File: src/rtl/mouse_tracker_pkg.sv
// Purpose: shared screen geometry, PS/2 packet field positions and mouse-path defaults.
// Latency: n/a (constants, types and a helper only).
// Backpressure: n/a.
package mouse_tracker_pkg;

  localparam int SCREEN_W    = 800;
  localparam int SCREEN_H    = 600;
  localparam int SCREEN_XMAX = SCREEN_W - 1;
  localparam int SCREEN_YMAX = SCREEN_H - 1;
  localparam int POS_X_INIT  = SCREEN_W / 2;
  localparam int POS_Y_INIT  = SCREEN_H / 2;

  // 1 ms of idle at a 40 MHz pclk.
  localparam int PS2_TIMEOUT_40MHZ = 40000;

  // Bit positions inside PS/2 packet byte 0.
  localparam int B0_LEFT   = 0;
  localparam int B0_RIGHT  = 1;
  localparam int B0_MIDDLE = 2;
  localparam int B0_SYNC   = 3;
  localparam int B0_XSIGN  = 4;
  localparam int B0_YSIGN  = 5;
  localparam int B0_XOVF   = 6;
  localparam int B0_YOVF   = 7;

  // Fields of byte 0 that the tracker actually consumes.
  typedef struct packed {
    logic y_ovf;
    logic x_ovf;
    logic y_sign;
    logic x_sign;
    logic left;
  } ps2_hdr_t;

  // 9-bit {sign, byte} delta widened to 10 bits so the y axis can be negated
  // without the -256 case wrapping.
  function automatic logic [9:0] ps2_delta(input logic sign, input logic [7:0] mag);
    return {sign, sign, mag};
  endfunction

endpackage

File: src/rtl/mouse_axis_clamp.sv
// Purpose: one axis of the cursor: position + signed delta, clamped to [0, MAX].
// Latency: combinational.
// Backpressure: none.
// Ports: pos_in (current 11-bit position), delta_in (10-bit two's complement delta),
//        ovf_in (axis overflow: delta treated as 0), pos_out (clamped new position).
module mouse_axis_clamp
  import mouse_tracker_pkg::*;
#(
  parameter int MAX = SCREEN_XMAX
) (
  input  logic [10:0] pos_in,
  input  logic [9:0]  delta_in,
  input  logic        ovf_in,
  output logic [10:0] pos_out
);

  logic [12:0] delta_ext;
  logic [12:0] sum;

  always_comb begin
    delta_ext = ovf_in ? 13'd0 : {{3{delta_in[9]}}, delta_in};
    sum       = {2'b00, pos_in} + delta_ext;
    if (sum[12]) begin
      pos_out = '0;                     // went negative
    end else if (sum[11:0] > 12'(MAX)) begin
      pos_out = 11'(MAX);
    end else begin
      pos_out = sum[10:0];
    end
  end

endmodule

File: src/rtl/mouse_tracker.sv
// Purpose: assemble 3-byte PS/2 mouse packets into a clamped absolute cursor + left button.
// Latency: outputs and packet_done update one pclk after byte 2 is sampled.
// Backpressure: none; accepts one byte per cycle, bytes arriving during APPLY start the next packet.
// Ports: pclk, rst (async, active-high); rx_data/rx_valid byte strobe from the PS/2 receiver;
//        xpos_out/ypos_out (0..XMAX / 0..YMAX, y down-positive), left_out, packet_done pulse.
module mouse_tracker
  import mouse_tracker_pkg::*;
#(
  parameter int XMAX    = SCREEN_XMAX,
  parameter int YMAX    = SCREEN_YMAX,
  parameter int X_INIT  = POS_X_INIT,
  parameter int Y_INIT  = POS_Y_INIT,
  parameter int TIMEOUT = PS2_TIMEOUT_40MHZ
) (
  input  logic        pclk,
  input  logic        rst,
  input  logic [7:0]  rx_data,
  input  logic        rx_valid,
  output logic [10:0] xpos_out,
  output logic [10:0] ypos_out,
  output logic        left_out,
  output logic        packet_done
);

  typedef enum logic [1:0] {
    WAIT_B0 = 2'd0,
    WAIT_B1 = 2'd1,
    WAIT_B2 = 2'd2,
    APPLY   = 2'd3
  } state_e;

  // The counter holds the number of idle edges since the last byte, so it
  // reads TIMEOUT-1 on the edge that lands exactly TIMEOUT cycles later.
  localparam logic [15:0] IDLE_LAST = 16'(TIMEOUT - 1);

  state_e      state_q, state_d;
  logic [15:0] idle_cnt_q, idle_cnt_d;
  ps2_hdr_t    hdr_q, hdr_d;
  logic [7:0]  dx_q, dx_d;
  logic [7:0]  dy_q, dy_d;
  logic [10:0] xpos_q, xpos_d;
  logic [10:0] ypos_q, ypos_d;
  logic        left_q, left_d;
  logic        done_q, done_d;

  logic        timed_out;
  logic        start_pkt;
  logic        take_b0;
  logic [9:0]  dx_ext;
  logic [9:0]  dy_neg;
  logic [10:0] x_clamped;
  logic [10:0] y_clamped;

  assign timed_out = (idle_cnt_q >= IDLE_LAST);
  assign start_pkt = rx_valid && rx_data[B0_SYNC];
  // APPLY treats an incoming byte exactly like WAIT_B0 does.
  assign take_b0   = start_pkt && ((state_q == WAIT_B0) || (state_q == APPLY));

  // ---------------- state register ----------------
  always_ff @(posedge pclk or posedge rst) begin
    if (rst) begin
      state_q <= WAIT_B0;
    end else begin
      state_q <= state_d;
    end
  end

  // ---------------- next-state logic ----------------
  always_comb begin
    state_d = state_q;
    case (state_q)
      WAIT_B0: if (start_pkt) state_d = WAIT_B1;
      WAIT_B1: begin
        if (rx_valid)       state_d = WAIT_B2;
        else if (timed_out) state_d = WAIT_B0;
      end
      WAIT_B2: begin
        if (rx_valid)       state_d = APPLY;
        else if (timed_out) state_d = WAIT_B0;
      end
      APPLY:   state_d = start_pkt ? WAIT_B1 : WAIT_B0;
      default: state_d = WAIT_B0;
    endcase
  end

  // ---------------- datapath / output logic ----------------
  assign dx_ext = ps2_delta(hdr_q.x_sign, dx_q);
  // PS/2 y is up-positive, screen y is down-positive.
  assign dy_neg = 10'd0 - ps2_delta(hdr_q.y_sign, dy_q);

  mouse_axis_clamp #(.MAX(XMAX)) u_clamp_x (
    .pos_in   (xpos_q),
    .delta_in (dx_ext),
    .ovf_in   (hdr_q.x_ovf),
    .pos_out  (x_clamped)
  );

  mouse_axis_clamp #(.MAX(YMAX)) u_clamp_y (
    .pos_in   (ypos_q),
    .delta_in (dy_neg),
    .ovf_in   (hdr_q.y_ovf),
    .pos_out  (y_clamped)
  );

  always_comb begin
    hdr_d  = hdr_q;
    dx_d   = dx_q;
    dy_d   = dy_q;
    xpos_d = xpos_q;
    ypos_d = ypos_q;
    left_d = left_q;
    done_d = 1'b0;

    if (rx_valid) begin
      idle_cnt_d = '0;
    end else if (idle_cnt_q == 16'hFFFF) begin
      idle_cnt_d = idle_cnt_q;
    end else begin
      idle_cnt_d = idle_cnt_q + 16'd1;
    end

    if (take_b0) begin
      hdr_d.left   = rx_data[B0_LEFT];
      hdr_d.x_sign = rx_data[B0_XSIGN];
      hdr_d.y_sign = rx_data[B0_YSIGN];
      hdr_d.x_ovf  = rx_data[B0_XOVF];
      hdr_d.y_ovf  = rx_data[B0_YOVF];
    end
    if ((state_q == WAIT_B1) && rx_valid) dx_d = rx_data;
    if ((state_q == WAIT_B2) && rx_valid) dy_d = rx_data;

    if (state_q == APPLY) begin
      xpos_d = x_clamped;
      ypos_d = y_clamped;
      left_d = hdr_q.left;
      done_d = 1'b1;
    end
  end

  always_ff @(posedge pclk or posedge rst) begin
    if (rst) begin
      idle_cnt_q <= '0;
      hdr_q      <= '0;
      dx_q       <= '0;
      dy_q       <= '0;
      xpos_q     <= 11'(X_INIT);
      ypos_q     <= 11'(Y_INIT);
      left_q     <= 1'b0;
      done_q     <= 1'b0;
    end else begin
      idle_cnt_q <= idle_cnt_d;
      hdr_q      <= hdr_d;
      dx_q       <= dx_d;
      dy_q       <= dy_d;
      xpos_q     <= xpos_d;
      ypos_q     <= ypos_d;
      left_q     <= left_d;
      done_q     <= done_d;
    end
  end

  assign xpos_out    = xpos_q;
  assign ypos_out    = ypos_q;
  assign left_out    = left_q;
  assign packet_done = done_q;

endmodule

File: config.mk
export PLATFORM = sky130hd
export DESIGN_NAME = mouse_tracker
export DESIGN_NICKNAME = d
export VERILOG_FILES = /design/src/rtl/mouse_tracker_pkg.sv /design/src/rtl/mouse_axis_clamp.sv /design/src/rtl/mouse_tracker.sv
export SDC_FILE = /design/constraint.sdc
export NUM_CORES = 1
export LEC_CHECK = 0
export CAP_MARGIN = 20
export CORE_ASPECT_RATIO = 1.2
export CORE_UTILIZATION = 40
export DETAILED_ROUTE_END_ITERATION = 6
export DONT_BUFFER_PORTS = 1
export PLACE_DENSITY = 0.56
export SLEW_MARGIN = 5
export SYNTH_ARGS = -nofsm -noshare
export SYNTH_HDL_FRONTEND = slang
export SYNTH_SLANG_ARGS = --single-unit
File: constraint.sdc
create_clock -name pclk -period 3.2 [get_ports pclk]
set_input_delay 0.8 -clock pclk [delete_from_list [all_inputs] [get_ports pclk]]
set_output_delay 0.8 -clock pclk [all_outputs]
set_load 0.02 [all_outputs]
==> out/results.tsv <==
stage	metric	value	unit
run_status	status	finished clean	
critical_path	Crit Path Max Fanout	7	
clock_network	Num Clock Sinks	63	
critical_path	CP arrival	3.31	ns
logic_synthesis	post-synthesis mux area share	7.17	%
power	Pwr Density	1150	nW/um^2
global_routing	first-pass GRT wire length	15800	um
global_routing	GR Util All Layers	18.6	%
timing	final setup fails	0	
logic_synthesis	number of synthesized flops with an enable pin	0	
power	clock share of power	16.0	%
power	switch share	45.9	%
timing	fmax	327	MHz
detailed_routing	ANT nets after route	0	
logic_synthesis	area of the mapped netlist	4240	sq um
place	number of port buffers	0	
power	Logic pwr share	57.9	%
detailed_routing	Pre-Repair DR Iteration Count	4	
floorplanning	die area	11000	sq um
critical_path	Startpoint Class	flip-flop	
timing	clock skew	0.00795	ns
clock_network	Clock Latency Late Sink	0.32	ns
global_routing	largest net degree at the start of global routing	30	
floorplanning	CORE AREA	10200	sq um
logic_synthesis	synth warn	0	
timing	Slew HR	61.7	%
cells_and_area	layout overhead on the synthesized area	15.2	%
critical_path	Worst EP required	3.45	ns
global_routing	grt total ovfl	0	
global_routing	initial antenna violation count	0	
detailed_routing	WL final	9800	um
timing	Tcrit/Tclk final	95.6	%
power	maximum VDD drop	0.420	mV
critical_path	Setup CP Type	reg2reg	
floorplanning	die width	96.0	um
logic_synthesis	asr flop ratio synth	100	%
timing	Slew Viols, Final	0	
power	sequential share of power	26.1	%
timing	Hold WS	0.278	ns
cells_and_area	commonest non-fill, non-tap cell in the layout	dfrtp_1	
power	Internal Power	3.05	mW
cells_and_area	design area	4890	sq um
logic_synthesis	Synth Register Bits	63	
power	sw power	2.58	mW
cells_and_area	Net count, final	507	
clock_network	TritonCTS clock tree	yes	
clock_network	total CTS buffers	9	
cells_and_area	layout cell share with drive strength beyond 1	20.1	%
floorplanning	Initial Util	41.8	%
detailed_routing	Vias	3438	
cells_and_area	antenna cell count	0	
logic_synthesis	Post-Synthesis Cells	441	
flow_run	Max-cap violations	0	
global_routing	number of global-route vias before repair	3282	
logic_synthesis	Seq/Total Area, Yosys	37.4	%
detailed_routing	WL per Instance	16.5	um
critical_path	depth of the most critical reg-to-reg path	14	
timing	Final Hold Vio Count	0	
place	gpl congestion	0.917	
detailed_routing	vias per inst	5.79	
timing	worst slew pin tran	0.567	ns
logic_synthesis	combinational family with the most area after synthesis	compound AO/OA/AOI/OAI gates	
clock_network	H-tree levels	3	
logic_synthesis	post-synthesis simple-gate area fraction	17.6	%
worst_hold_path	Hold Path Class	in2async	
logic_synthesis	Top FF cell, synth	dfrtp_1	
place	DP Area	4490	sq um
cells_and_area	fill cell count	964	
logic_synthesis	Synth area leaders	dfrtp_1 33%, ha_1 9.1%, mux2_2 6.1%	
cells_and_area	highest-count cells in the layout ignoring fill and taps	56 x dfrtp_1, 50 x nor2_1, 30 x ha_1	
floorplanning	Row Count	40	
detailed_routing	DRC errors left	0	
logic_synthesis	Unique masters post-synth	61	
floorplanning	Die Ht	115	um
clock_network	Clock Tree Buf Depth	2	
power	P_leak	2.12	nW
detailed_routing	initial DRC count	156	
logic_synthesis	XOR/XNOR share of the synthesized area	6.19	%
logic_synthesis	total nets after synthesis	485	
critical_path	Critical Path End Type	flip-flop	
timing	min Tclk post-route	3.06	ns
place	hpwl dp	7320	um
logic_synthesis	Yosys top cell area share	33.0	%
clock_network	clock root cell	clkbuf_16	
floorplanning	io pins	35	
logic_synthesis	post-synthesis compound-gate area fraction	19.0	%
clock_network	Reg clk slew, reported paths	0.06	ns
logic_synthesis	adder-cell share of the synthesized area	10.1	%
logic_synthesis	Post-Syn Area per Cell	9.62	sq um
logic_synthesis	Yosys top cell by area	dfrtp_1	
## area by class of cell
class                   instances  area, sq um  share of cell area, %
flip-flops and latches         63         1590                   32.4
clock buffers                   9          225                   4.61
well taps                     126          158                   3.22
repair buffers                 17          128                   2.61
inverters                      20         75.1                   1.54
clock inverters                 7         50.0                   1.02
multi-input cells             352         2670                   54.6
## cell usage after synthesis (11+ instances only)
| cell type | instances |
|---|---|
| dfrtp_1 | 56 |
| nor2_1 | 51 |
| ha_1 | 31 |
| nand2_1 | 27 |
| mux2_2 | 23 |
| a21oi_1 | 22 |
| inv_1 | 20 |
| xnor2_1 | 18 |
| nand3_1 | 14 |
| xor2_1 | 12 |
| nor2b_1 | 11 |
| o21ai_0 | 11 |
## through the flow
step	power [mW]	utilization (%)	worst slack (ns)	std cells	setup TNS (ns)
final	5.63	48.1	0.142	594	0
after global routing	6.06	48.1	-0.0190	594	-0.0419
after CTS	5.44	47.2	0.0187	592	0
after detailed placement	4.45	44.2	-0.119	576	-0.883
after global placement	4.41	44.2	-0.0130	576	-0.0391
after floorplan	3.74	-	0.257	441	0
## registers in the layout, summed over array words and instances, names as in the netlist
name,flops
left_out,1
xpos_out,11
dx_ext,1
hdr_q,4
dy_q,8
dx_q,8
idle_cnt_q,16
packet_done,1
ypos_out,11
state_q,2
## logic make-up (layout without fill, tap and decap cells)
family,count (synthesis),after routing
buffers and inverters,27,53
DFF,63,63
muxes,27,27
xor gates and xnor gates,30,30
adders and majority gates,33,33
and+or+nand+nor,151,151
AOI/OAI and AO/OA,110,111
## worst max-delay path: stages, from the launching register on
cell and delay, ns:
dfrtp_1 0.39, inv_1 0.11, ha_4 0.16, nand2b_4 0.06
nor2_2 0.09, xor2_1 0.18, nor2_1 0.08, ha_1 0.35
buf_4 0.16, a21oi_2 0.20, a21oi_2 0.10, o41ai_2 0.32
xnor2_1 0.28, o31ai_4 0.20, a32o_2 0.31
## what timing repair did
item	CTS	global route
buffers inserted	0	1
pin swaps	1	8
resized for setup	4	15
hold buffers	0	0
endpoints found under the setup margin	10	10
cloned	0	1
endpoints found under the hold margin	0	0
## final timing paths
check | start | endpoint | slack [ns]
min | rst | left_out$_DFFE_PP0P_ | 0.28
max reg2reg | dy_q[1]$_DFFE_PP0P_ | ypos_out[3]$_DFFE_PP1P_ | 0.14
min reg2reg | dx_q[7]$_DFFE_PP0P_ | dx_q[7]$_DFFE_PP0P_ | 0.50
max in group asynchronous | rst | ypos_out[5]$_DFFE_PP1P_ | 2.22
max | dy_q[1]$_DFFE_PP0P_ | ypos_out[3]$_DFFE_PP1P_ | 0.14
min in group pclk | dx_q[7]$_DFFE_PP0P_ | dx_q[7]$_DFFE_PP0P_ | 0.50
## metal layers
layer | part of all wire, % | wire (um) | global-route usage (%) | up-vias
li1 | - | - | - | 1678
met1 | 45 | 4380 | 22.6 | 1690
met2 | 50 | 4860 | 31.3 | 55
met3 | 3.4 | 332 | 4.83 | 15
met4 | 2.4 | 235 | 7.36 | 0
met5 | 0 | 0 | 0 | -
## power groups by stage
stage	sequential, mW	combinational [mW]	clock, mW
after floorplan	1.44	2.30	0
after global placement	1.47	2.93	0
after detailed placement	1.48	2.97	0
after CTS	1.47	3.05	0.927
after global routing	1.52	3.59	0.958
final	1.47	3.26	0.901
Power figures use the tool's default switching activity.
